==> config.mk <==
export PLATFORM = sky130hd
export DESIGN_NAME = shift_mult_arb
export DESIGN_NICKNAME = d
export VERILOG_FILES = /design/src/rtl/shift_mult_arb.sv
export SDC_FILE = /design/constraint.sdc
export NUM_CORES = 1
export LEC_CHECK = 0
export CAP_MARGIN = 10
export CORE_ASPECT_RATIO = 1.25
export CORE_UTILIZATION = 43
export CTS_CLUSTER_SIZE = 40
export DETAILED_ROUTE_END_ITERATION = 12
export GPL_TIMING_DRIVEN = 0
export PLACE_DENSITY_LB_ADDON = 0.25
export REMOVE_ABC_BUFFERS = 1
export SYNTH_ARGS = -nofsm -noshare
export SYNTH_HDL_FRONTEND = slang
export SYNTH_SLANG_ARGS = --single-unit
==> constraint.sdc <==
create_clock -name clk -period 3.7 [get_ports clk]
set_input_delay 0.925 -clock clk [delete_from_list [all_inputs] [get_ports clk]]
set_output_delay 0.925 -clock clk [all_outputs]
set_load 0.05 [all_outputs]
==> src/rtl/shift_mult_arb.sv <==
// Round-robin arbiter and step sequencer in front of a shared negedge shift-add multiplier.
// Grants one of two requesters, runs B_WIDTH accumulate steps, returns the tagged product.
module shift_mult_arb #(
    parameter int B_WIDTH = 8
) (
    input  logic               clk,
    input  logic               rst_n,
    input  logic               req0,
    input  logic               req1,
    input  logic [15:0]        a0,
    input  logic [15:0]        a1,
    input  logic [B_WIDTH-1:0] b0,
    input  logic [B_WIDTH-1:0] b1,
    output logic               gnt0,
    output logic               gnt1,
    output logic               res_valid,
    input  logic               res_ready,
    output logic               res_id,
    output logic [15:0]        res_y,
    output logic               busy,
    output logic               mult_rst,
    output logic [15:0]        mult_a,
    output logic [B_WIDTH-1:0] mult_b,
    input  logic [15:0]        mult_y
);

    localparam int CW = (B_WIDTH > 2) ? $clog2(B_WIDTH) : 1;
    localparam logic [CW-1:0] CNT_LAST = CW'(B_WIDTH - 1);

    typedef enum logic [1:0] {
        IDLE = 2'd0,
        LOAD = 2'd1,
        RUN  = 2'd2,
        DONE = 2'd3
    } state_t;

    state_t               state_r;
    logic [CW-1:0]        cnt_r;
    logic                 last_r;
    logic                 gnt0_r;
    logic                 gnt1_r;
    logic                 res_valid_r;
    logic                 res_id_r;
    logic [15:0]          res_y_r;
    logic                 busy_r;
    logic                 mult_rst_r;
    logic [15:0]          mult_a_r;
    logic [B_WIDTH-1:0]   mult_b_r;
    logic                 any_req_s;
    logic                 win_s;

    // Winner selection: a lone request wins, a tie goes to whoever was not served last
    always_comb begin
        any_req_s = req0 | req1;
        win_s     = 1'b0;
        if (req0 && req1) begin
            win_s = ~last_r;
        end else if (req1) begin
            win_s = 1'b1;
        end else begin
            win_s = 1'b0;
        end
    end

    // Sequencer: grant, load, count steps, hold the result until it is taken
    always_ff @(posedge clk or negedge rst_n) begin
        if (!rst_n) begin
            state_r     <= IDLE;
            cnt_r       <= {CW{1'b0}};
            last_r      <= 1'b0;
            gnt0_r      <= 1'b0;
            gnt1_r      <= 1'b0;
            res_valid_r <= 1'b0;
            res_id_r    <= 1'b0;
            res_y_r     <= 16'h0000;
            busy_r      <= 1'b0;
            mult_rst_r  <= 1'b1;
            mult_a_r    <= 16'h0000;
            mult_b_r    <= {B_WIDTH{1'b0}};
        end else begin
            gnt0_r <= 1'b0;
            gnt1_r <= 1'b0;
            case (state_r)
                IDLE: begin
                    mult_rst_r <= 1'b1;
                    if (any_req_s) begin
                        state_r  <= LOAD;
                        busy_r   <= 1'b1;
                        gnt0_r   <= ~win_s;
                        gnt1_r   <= win_s;
                        res_id_r <= win_s;
                        last_r   <= win_s;
                        mult_a_r <= win_s ? a1 : a0;
                        mult_b_r <= win_s ? b1 : b0;
                    end else begin
                        state_r <= IDLE;
                        busy_r  <= 1'b0;
                    end
                end
                LOAD: begin
                    state_r    <= RUN;
                    cnt_r      <= {CW{1'b0}};
                    mult_rst_r <= 1'b0;
                end
                RUN: begin
                    // mult_y is sampled after the last falling-edge step of this cycle
                    if (cnt_r == CNT_LAST) begin
                        state_r     <= DONE;
                        res_y_r     <= mult_y;
                        res_valid_r <= 1'b1;
                        mult_rst_r  <= 1'b1;
                    end else begin
                        cnt_r <= cnt_r + {{(CW-1){1'b0}}, 1'b1};
                    end
                end
                DONE: begin
                    if (res_ready) begin
                        state_r     <= IDLE;
                        res_valid_r <= 1'b0;
                        busy_r      <= 1'b0;
                    end else begin
                        state_r <= DONE;
                    end
                end
                default: begin
                    state_r     <= IDLE;
                    res_valid_r <= 1'b0;
                    busy_r      <= 1'b0;
                    mult_rst_r  <= 1'b1;
                end
            endcase
        end
    end

    assign gnt0      = gnt0_r;
    assign gnt1      = gnt1_r;
    assign res_valid = res_valid_r;
    assign res_id    = res_id_r;
    assign res_y     = res_y_r;
    assign busy      = busy_r;
    assign mult_rst  = mult_rst_r;
    assign mult_a    = mult_a_r;
    assign mult_b    = mult_b_r;

endmodule

Yosys cells after proc, flatten, opt, wreduce, memory -nomap -nowiden

Cells that the tools add are included.

Latch bits: 0
Bits of input ports: 69
Memory bits (read-only): 0
Logic and storage cells: 54
Memories: 0
Register bits after elaboration: 51
Bits in writable memories: 0
Output and inout bits: 46

$mul: 0
Multiplexer cells: 20
Reduce and logical (&&, ||, !) cells: 12
Shift operators: 0
Bitwise operators: 3
Magnitude comparators: 0
Div/mod/pow operators: 0
Eq/ne operators: 7
Add/subtract/negate cells: 1

Operators with widths:

| operator            | count |
|---|---|
| $mux 16             | 1 |
| $mux 1              | 10 |
| $reduce_and 2->1    | 5 |
| $mux 8              | 1 |
| $pmux 2 s4          | 1 |
| $ne 2x2->1 const B  | 3 |
| $pmux 3 s2          | 1 |
| $reduce_bool 2->1   | 3 |
| $eq 2x2->1 const B  | 2 |
| $mux 2              | 2 |
| $pmux 1 s2          | 2 |
| $add 3x1->3 const B | 1 |
| $eq 3x3->1 const B  | 1 |
| $mux 3              | 1 |
| $pmux 1 s3          | 1 |
| $reduce_and 3->1    | 1 |
| $reduce_bool 3->1   | 1 |
| $eq 2x1->1 const B  | 1 |
| $logic_not 2->1     | 1 |
| $not 1->1           | 2 |
| $logic_and 1x1->1   | 1 |
| $or 1x1->1          | 1 |

Depth between registers and ports, before layout

Word-level depth: 5
Depth in mapped cells: 5
Depth with buffers taken out: 5

Least setup slack after synthesis

OpenSTA, ideal clock, no wires.

Path type: input to register
Start: in req1
End: reg mult_b_r[6] (netlist: mult_b[6])
Library setup time: 0.125 ns
Data arrival time: 1.917 ns
Path buffers: 2
Data required time: 3.575 ns
Stages: 5
Setup slack: 1.658 ns
Cell sequence: a21bo_1 -> buf_6 -> buf_8 -> mux2_4 -> mux2_2

Longest elaborated chain between the ends: 3
Elaborated cells between the ends (all ways): 6
Classes of those cells: mux (3); bitwise (1); reduce/logical (2)

Ends and longest elaborated chain:

| what                                               | line   | RTL |
|---|---|---|
| from (decl)                                        | 9      | `input logic req1,` |
| $mux 1 / $logic_and 1x1->1 (equally long branches) | 58, 56 |  |
| $mux 1                                             | 56     | `if (req0 && req1) begin` |
| $mux 8                                             | 94     | `mult_b_r <= win_s ? b1 : b0;` |
| to (signal assigned)                               | 79     | `mult_b_r <= {B_WIDTH{1'b0}};` |
| to (signal assigned)                               | 94     |  |
| to (decl)                                          | 48     | `logic [B_WIDTH-1:0] mult_b_r;` |

Several ways; a longest one is shown, not always the timed one.
A chain may end at the register's enable or synchronous reset.

Worst setup path in the final report

Start: in req0
End: reg mult_b_r[3] (netlist: mult_b[3])

Longest elaborated chain between the ends: 3
Elaborated cells between the ends (all ways): 5
Classes of those cells: mux (2); bitwise (1); reduce/logical (2)

Ends and longest elaborated chain:

| what              | line | RTL |
|---|---|---|
| from (decl)       | 8    | `input logic req0,` |
| $logic_and 1x1->1 | 56   |  |
| $mux 1            | 56   |  |
| $mux 8            | 94   |  |

Several ways; a longest one is shown, not always the timed one.

==> reports/qor.csv <==
metric,value,unit
status,completed,
grt_max_degree,27,
path_max_fanout,17,
swShare,46.6,%
clockPowerShare,9.1,%
p_int,1.79,mW
gr-usage-all-layers,18.0,%
viasPerCell,5.00,
drt_wl_total,4870,um
dpl-instance-area,3530,um2
dp_worst_setup_slack,0.373,ns
dp_hpwl,3680,um
ys_async_sr_fraction,100,%
yosysMostFrequentCell,dfrtp_1,
worst_pin_slew,0.746,ns
h-tree-depth,2,
cts_buffers,5,
die-area,5750,um2
path_class,input pin to flip-flop,
fin_skew,0.00693,ns
io_buffers,114,
areaGrowthSynthToFinish,55.3,%
fin_crit,2.64,ns
drc,0,
post-route-util,70.7,%
place.gp.congestion,0.735,
clock.fmax,379,MHz
grt_overflow,0,
ctsResizeCount,0,
seqPwrFrac,29.8,%
cts_setup_buffers,0,
setup_viol,0,
cts_root_buf,clkbuf_8,
vias,1694,
maxSlewViolCount,0,
netlist_area,2340,um2
fin_crit_sh,71.3,%
pwr-share-comb,61.1,%
seq_area,1280,um2
critPathArrivalTime,2.82,ns
clkLatencyLatePin,0.30,ns
synth_seq_cells,51,
hold_viol,0,
wl_per_cell,14.4,um
grt_pass1_wl,7810,um
antenna_found_initial,0,
vdd_drop_max,588,uV
netlist_top_cells_area,"dfrtp_1 (53%), mux2_2 (22%), mux2_4 (12%)",
cap_violations,0,
leakage,1.57,nW
start_util,45.5,%
cts.path.max_buffers,2,
synth_ff_type,dfrtp_1,
num_antenna_cells,0,
nets,347,
dieHeight,84.6,um
synth_edf_count,0,
multi_input_area,1010,um2
required,3.89,ns
synth_area_leader_cell,dfrtp_1,
stdcell_area,3640,um2
synth_top_area_share,53.4,%
cts.sinks,51,
grt_pass1_vias,1767,
grt_setup_unrepaired,false,
ys_types,24,
tns,0,ns
drtIter0Drc,60,
cts.clk_slew.worst_paths,0.09,ns
fp.coreArea,5150,um2
dr.pass1.iters,4,
cts_hold_buffers,0,
final_antenna_net_count,0,
syn_avg_cell_area,14.7,um2
fin_ws,1.06,ns
yosysSeqAreaShare,54.5,%
critPathLaunchType,input pin,
num_rows,29,
synth_cells,160,
p_per_area,922,nW/um2
drive_gt1_share,27.8,%
io_pins,115,
ys_top_cells_by_count,"dfrtp_1 (50), mux2_2 (46), mux2_4 (18)",
hp-class,flip-flop to flip-flop,
ys.warnings.count,0,
setup.worst_path.end_class,flip-flop,
fill_cells,386,
relSlewSlack,50.1,%
die_w,68.0,um
cts_tree,done,
p_sw,1.57,mW
-- power by group through the flow --
| stage | sequential, mW | clock (mW) | combinational (mW) |
|---|---|---|---|
| 2_1_floorplan | 1.88 | 0 | 0.466 |
| 6_report | 1.00 | 0.307 | 2.05 |
| 3_3_place_gp | 0.993 | 0 | 2.02 |
| 4_1_cts | 1.00 | 0.320 | 2.07 |
| 5_1_grt | 1.04 | 0.340 | 2.16 |
| 3_5_place_dp | 1.02 | 0 | 2.06 |
-- final timing paths --
path	start	endpoint	slack [ns]	cells after the start
worst max-delay path	req0	mult_b[3]$_DFFE_PN0P_	1.06	5
worst min-delay path	mult_rst$_DFFE_PN1P_	mult_rst$_DFFE_PN1P_	0.50	2
worst min register to register	mult_rst$_DFFE_PN1P_	mult_rst$_DFFE_PN1P_	0.50	2
max in group asynchronous	rst_n	mult_a[6]$_DFFE_PN0P_	2.53	2
worst max register to register	cnt_r[0]$_DFFE_PN0P_	res_y[1]$_DFFE_PN0P_	1.70	4
min in group asynchronous	rst_n	state_r[1]$_DFFE_PN0P_	0.62	1
-- kinds of logic after synthesis --
| kind of cell | synth area share, % |
|---|---|
| simple gates | 3.79 |
| buf+inv | 2.56 |
| flops | 54.5 |
| fa+ha+maj | 1.07 |
| compound gates | 4.06 |
| mux | 34.0 |
-- per-layer routing --
| layer | vias to the layer above | part of all wire [%] | global-route usage (%) |
|---|---|---|---|
| li1 | 801 | - | - |
| met2 | 89 | 48 | 30.3 |
| met5 | - | 0 | 0 |
| met4 | 0 | 0.78 | 5.68 |
| met1 | 800 | 39 | 19.9 |
| met3 | 4 | 12 | 7.61 |
-- critical path, stage by stage --
cell and delay (ns):
clkdlybuf4s50_1 0.53, a21bo_1 0.52, buf_16 0.24, mux2_2 0.34
mux2_2 0.26
-- state kept, by name, summed over array words and instances, names as in the netlist --
signal	count
gnt0	1
res_y	16
mult_a	16
res_id	1
mult_rst	1
res_valid	1
busy	1
gnt1	1
cnt_r	3
state_r	2
mult_b	8
-- cell type report --
class | instances | area share (%)
Multi-Input combinational cell | 101 | 27.7
Clock buffer | 7 | 2.10
Timing Repair Buffer | 117 | 32.9
Sequential cell | 51 | 35.1
Tap cell | 62 | 2.13
Clock inverter | 1 | 0.137
-- per-stage QoR --
step,hold slack (ns),power (mW),cells
2_1_floorplan,0.466,2.35,152
3_3_place_gp,0.476,3.01,328
5_1_grt,0.522,3.54,339
3_5_place_dp,0.491,3.08,330
4_1_cts,0.510,3.39,338
6_report,0.504,3.36,339
-- layout by cell type, fill, tap and decap left out, types with 2 or more instances in the layout --
| master | count |
|---|---|
| a21oi_1 | 4 |
| clkbuf_1 | 2 |
| clkbuf_8 | 5 |
| clkdlybuf4s50_1 | 113 |
| dfrtp_1 | 50 |
| ha_1 | 2 |
| mux2_2 | 46 |
| mux2_4 | 18 |
| nand2_1 | 8 |
| nor2_1 | 4 |
| nor2b_1 | 4 |
| o21ai_0 | 5 |
Power figures use the tool's default switching activity.
